<file path="src/rtl/avalon_master_ctrl.sv">
// rtl/avalon_master_ctrl.sv - single-beat Avalon-MM master engine with waitrequest/readdatavalid and timeout
`timescale 1ns/1ps
module avalon_master_ctrl #(
  parameter int ADDR_W  = 32,
  parameter int DATA_W  = 32,
  parameter int TIMEOUT = 255
) (
  input  logic                clk,
  input  logic                n_rst,
  input  logic                n_action,
  input  logic                rdwr_cntl,
  input  logic [ADDR_W-1:0]   address_in,
  input  logic [DATA_W-1:0]   data_in,
  output logic [ADDR_W-1:0]   avm_address,
  output logic                avm_read,
  output logic                avm_write,
  output logic [DATA_W-1:0]   avm_writedata,
  output logic [DATA_W/8-1:0] avm_byteenable,
  input  logic                avm_waitrequest,
  input  logic [DATA_W-1:0]   avm_readdata,
  input  logic                avm_readdatavalid,
  output logic [DATA_W-1:0]   data_out,
  output logic                idle_out,
  output logic                read_state,
  output logic                timeout_err
);

  localparam int CNT_W = $clog2(TIMEOUT + 1);

  typedef enum logic [2:0] {
    S_IDLE,
    S_WR_ISSUE,
    S_RD_ISSUE,
    S_RD_WAIT,
    S_DONE
  } state_t;

  state_t              r_state;
  state_t              w_next;
  logic [CNT_W-1:0]    r_cnt;
  logic [ADDR_W-1:0]   r_address;
  logic [DATA_W-1:0]   r_writedata;
  logic [DATA_W-1:0]   r_data_out;
  logic                r_is_read;
  logic                r_timeout_err;
  logic                w_expired;
  logic                w_accept;
  logic                w_rd_done;
  logic                w_abort;
  logic                w_busy;

  // Abort fires on the TIMEOUT-th cycle of a stalled state, so the counter tops out below TIMEOUT.
  assign w_expired = (r_cnt >= CNT_W'(TIMEOUT - 1));
  assign w_accept  = (r_state == S_IDLE) && !n_action;
  assign w_busy    = (r_state == S_WR_ISSUE) || (r_state == S_RD_ISSUE) || (r_state == S_RD_WAIT);
  assign w_rd_done = avm_readdatavalid &&
                     (((r_state == S_RD_ISSUE) && !avm_waitrequest) || (r_state == S_RD_WAIT));

  always_comb begin
    w_next  = r_state;
    w_abort = 1'b0;
    case (r_state)
      S_IDLE: begin
        if (!n_action) w_next = rdwr_cntl ? S_WR_ISSUE : S_RD_ISSUE;
      end
      S_WR_ISSUE: begin
        if (!avm_waitrequest) begin
          w_next = S_DONE;
        end else if (w_expired) begin
          w_next  = S_DONE;
          w_abort = 1'b1;
        end
      end
      S_RD_ISSUE: begin
        if (!avm_waitrequest) begin
          w_next = avm_readdatavalid ? S_DONE : S_RD_WAIT;
        end else if (w_expired) begin
          w_next  = S_DONE;
          w_abort = 1'b1;
        end
      end
      S_RD_WAIT: begin
        if (avm_readdatavalid) begin
          w_next = S_DONE;
        end else if (w_expired) begin
          w_next  = S_DONE;
          w_abort = 1'b1;
        end
      end
      S_DONE:  w_next = S_IDLE;
      default: w_next = S_IDLE;
    endcase
  end

  always_ff @(posedge clk or negedge n_rst) begin
    if (!n_rst) begin
      r_state       <= S_IDLE;
      r_cnt         <= '0;
      r_address     <= '0;
      r_writedata   <= '0;
      r_data_out    <= '0;
      r_is_read     <= 1'b0;
      r_timeout_err <= 1'b0;
    end else begin
      r_state <= w_next;
      if (!w_busy || (w_next != r_state)) begin
        r_cnt <= '0;
      end else if (!w_expired) begin
        r_cnt <= r_cnt + 1'b1;
      end
      if (w_accept) begin
        r_address     <= address_in;
        r_writedata   <= data_in;
        r_is_read     <= !rdwr_cntl;
        r_timeout_err <= 1'b0;
      end
      if (w_abort) r_timeout_err <= 1'b1;
      if (w_rd_done) begin
        r_data_out <= avm_readdata;
      end else if (w_abort && r_is_read) begin
        r_data_out <= '0;
      end
    end
  end

  assign avm_address    = r_address;
  assign avm_writedata  = r_writedata;
  assign avm_byteenable = '1;
  assign avm_write      = (r_state == S_WR_ISSUE);
  assign avm_read       = (r_state == S_RD_ISSUE);
  assign idle_out       = (r_state == S_IDLE);
  assign read_state     = (r_state == S_DONE) && r_is_read;
  assign data_out       = r_data_out;
  assign timeout_err    = r_timeout_err;

endmodule

</file>
<file path="config.mk">
export PLATFORM = sky130hd
export DESIGN_NAME = avalon_master_ctrl
export DESIGN_NICKNAME = d
export VERILOG_FILES = /design/src/rtl/avalon_master_ctrl.sv
export SDC_FILE = /design/constraint.sdc
export NUM_CORES = 1
export LEC_CHECK = 0
export ABC_AREA = 1
export CORE_MARGIN = 1
export CORE_UTILIZATION = 45
export DETAILED_ROUTE_END_ITERATION = 6
export GPL_ROUTABILITY_DRIVEN = 0
export HOLD_SLACK_MARGIN = 0.02
export PLACE_DENSITY = 0.95
export SLEW_MARGIN = 20
export SYNTH_ARGS = -nofsm -noshare
export SYNTH_HDL_FRONTEND = slang
export SYNTH_SLANG_ARGS = --single-unit
</file>
<file path="constraint.sdc">
create_clock -name clk -period 3 [get_ports clk]
set_clock_uncertainty 0.2 [all_clocks]
set_input_delay 0.6 -clock clk [delete_from_list [all_inputs] [get_ports clk]]
set_output_delay 0.6 -clock clk [all_outputs]
set_load 0.02 [all_outputs]
</file>
==> impl_metrics.toml <==
[finish]
finish.net_count = 824
drive_above_1_share_pct = 7.03
syn_to_final_growth_pct = 50.1
antenna_cells = 0
final_cells = 858
nFillCells = 754

[routing]
vias_per_cell = 4.88
ant_nets = 0
dr.pass1.iters = 6
drc_errors = 0
wl_um = 12100
vias = 4190
drt-wirelength-per-cell_um = 14.1
dr.first_iter.drc_count = 149

[cts]
cts-buffers-inserted = 9
cts_tree = "yes"
cts_resized = 0
clk_pin_slew_ps = 110
clock_latency_ps = 360
clockBufferDepth = 2
post_cts_buffers = 0
htree_num_levels = 3
cts_sinks = 109
ctsRootBufferMaster = "clkbuf_8"

[global_routing]
grt_start_max_net_pins = 64
antenna_found_initial = 0
grt_overflow = 0
grt_pass1_wl_um = 18600
first_global_vias = 4084
grt_usage_pct = 22.9

[worst_setup_path]
critPathRequiredTime_ps = 2200
r2r_start = "r_cnt[0]"
reg2reg_depth = 9
worstPathMaxFanout = 6
rr_endpoint = "data_out[13]"
crit_type = "reg2out"
crit_arrival_ps = 1830
end_kind = "output port"
critPathLaunchType = "flip-flop"
regToRegSetupSlack_ps = 940

[power_and_ir_drop]
p_int_mw = 4.17
switching_share_pct = 41.9
ir_drop_uv = 559
power_frac_seq_pct = 35.2
p_per_area_nw_per_um2 = 1050
combPwrFrac_pct = 52.4
switchingPower_mw = 3.01
p_clk_share_pct = 12.4
p_leak_nw = 3.40

[min_path]
hp-class = "reg2reg"
min_path_cells = 2
holdPathEnd = "avm_address[15]"
worstHoldStart = "avm_address[15]"

[logic_synthesis]
synth.cell_area_um2 = 4580
synth_cells = 525
yosys_warnings = 0
yosysUniqueCellTypes = 29
syn_area_per_cell_um2 = 8.72
ys_seq_elements = 109
yosysSeqAreaShare_pct = 59.6

[die]
core_um2 = 9820
num_rows = 36
die_w_um = 103
die_h_um = 103
start_util_pct = 46.6
ios = 207
die-area_um2 = 10600

[placement]
numPortBuffers = 202
place_hpwl_um = 8960
dp_cells = 841

[status]
status = "complete, no violations"

[run]
maxCapViolCount = 0

[sta]
slew_viol_final = 0
rsz0062_at_grt = "false"
worst_slew_pin_slew_ps = 895
hold_violations = 0
setup_viol = 0
period_share_pct = 87.6
max_slew_margin_pct = 40.3
setup_tns_ps = 0
max_freq_mhz = 380
period_minus_slack_ps = 2630
flip-flops by register name, indices dropped and copies added, names as in the netlist:
name / cells
r_cnt: 8
r_state: 3
r_is_read: 1
data_out: 32
timeout_err: 1
avm_address: 32
avm_writedata: 32
synthesized netlist by cell type:
| cell type | count | area, um^2 |
|---|---|---|
| inv_2 | 2 | 7.51 |
| xor2_1 | 1 | 8.76 |
| inv_1 | 19 | 71.3 |
| dfrtp_1 | 109 | 2730 |
| nor2_2 | 12 | 75.1 |
| nand3_2 | 5 | 50.1 |
| nand2_1 | 279 | 1050 |
| buf_4 | 10 | 75.1 |
| or2_4 | 1 | 8.76 |
| nor2_1 | 10 | 37.5 |
| nand4_1 | 2 | 12.5 |
| nand2_4 | 1 | 11.3 |
| nand3_1 | 36 | 180 |
| nor3_4 | 1 | 16.3 |
| a21oi_1 | 2 | 10.0 |
| nor3_2 | 1 | 10.0 |
| ha_1 | 2 | 25.0 |
| nand2_2 | 3 | 18.8 |
| buf_8 | 1 | 15.0 |
| clkbuf_1 | 2 | 7.51 |
| buf_2 | 12 | 60.1 |
| conb_1 | 1 | 3.75 |
| buf_6 | 2 | 22.5 |
| a22o_1 | 1 | 8.76 |
| nand3_4 | 1 | 17.5 |
| xnor2_1 | 1 | 8.76 |
| o21ai_0 | 5 | 25.0 |
| nor3_1 | 2 | 10.0 |
| or2_2 | 1 | 6.26 |
cell type report:
| class | instances | area [um^2] | area share (%) |
|---|---|---|---|
| clock inverters | 7 | 73.8 | 1.07 |
| well taps | 133 | 166 | 2.42 |
| flip-flops and latches | 109 | 2730 | 39.7 |
| inverters | 21 | 78.8 | 1.15 |
| repair buffers | 208 | 2090 | 30.4 |
| multi-input cells | 371 | 1610 | 23.4 |
| clock buffers | 9 | 124 | 1.80 |
critical path, stage by stage, from the launching register on:
cell             delay (ps)
dfrtp_1                 460
nor2_1                  170
inv_1                    70
nor3_1                  130
clkdlybuf4s50_1         630
power by group through the flow:
stage	Sequential [mW]	Clock, mW	Combinational (mW)
after floorplan	3.25	0	1.27
after global routing	2.59	0.961	4.08
final	2.53	0.893	3.76
after global placement	2.52	0	3.66
after detailed placement	2.54	0	3.79
after CTS	2.53	0.911	3.80
metal layers:
layer / vias up / track usage (%) / wire (um)
li1: 1988 / - / -
met1: 1947 / 26.0 / 4530
met2: 223 / 41.0 / 6190
met3: 32 / 4.81 / 1040
met4: 0 / 10.8 / 340
met5: - / 0 / 0
worst max path at each step:
stage / from / end
finish: r_state[0] / read_state
global route: r_state[0] / read_state
CTS: r_state[0] / read_state
detailed placement: avm_waitrequest / data_out[0]
global placement: avm_waitrequest / data_out[18]
floorplan: r_state[0] / read_state
cells by family after synthesis:
logic type	share of synthesized area (%)
DFF	59.6
buffers and inverters	5.66
AOI/OAI and AO/OA	0.957
xor gates and xnor gates	0.383
other	0.0819
and+or+nand+nor	32.8
adders and majority gates	0.547
cells in the final DEF (no fill, tap or decap), types with 2 or more instances in the layout:
| master | netlist | layout |
|---|---|---|
| nand2_2 | 3 | 3 |
| nand2_1 | 279 | 279 |
| clkbuf_8 | 0 | 9 |
| conb_1 | 1 | 4 |
| dfrtp_1 | 109 | 109 |
| nor2_1 | 10 | 10 |
| clkinv_2 | 0 | 2 |
| buf_4 | 10 | 4 |
| nand3_1 | 36 | 36 |
| clkinv_4 | 0 | 2 |
| buf_12 | 0 | 2 |
| ha_1 | 2 | 2 |
| a21oi_1 | 2 | 2 |
| clkdlybuf4s50_1 | 0 | 201 |
| inv_1 | 19 | 18 |
| inv_2 | 2 | 3 |
| nand3_2 | 5 | 5 |
| nand4_1 | 2 | 2 |
| nor2_2 | 12 | 11 |
| o21ai_0 | 5 | 5 |
| nor3_1 | 2 | 2 |
metrics by stage:
step           utilization, %  area (um^2)  total power [mW]  setup slack, ps  hold slack (ps)
2_1_floorplan               -         4590              4.53             1150              104
3_3_place_gp             67.9         6660              6.17              600              253
3_5_place_dp             67.9         6660              6.33              513              262
4_1_cts                  70.0         6870              7.24              353              287
5_1_grt                  70.0         6870              7.63              276              297
6_report                 70.0         6870              7.18              371              284
timing repair:
action / in CTS / in global routing
endpoints found under the setup margin: 0 / 0
endpoints found under the hold margin: 29 / 0
hold buffers: 1 / 0
(Power assumes the default switching activity.)
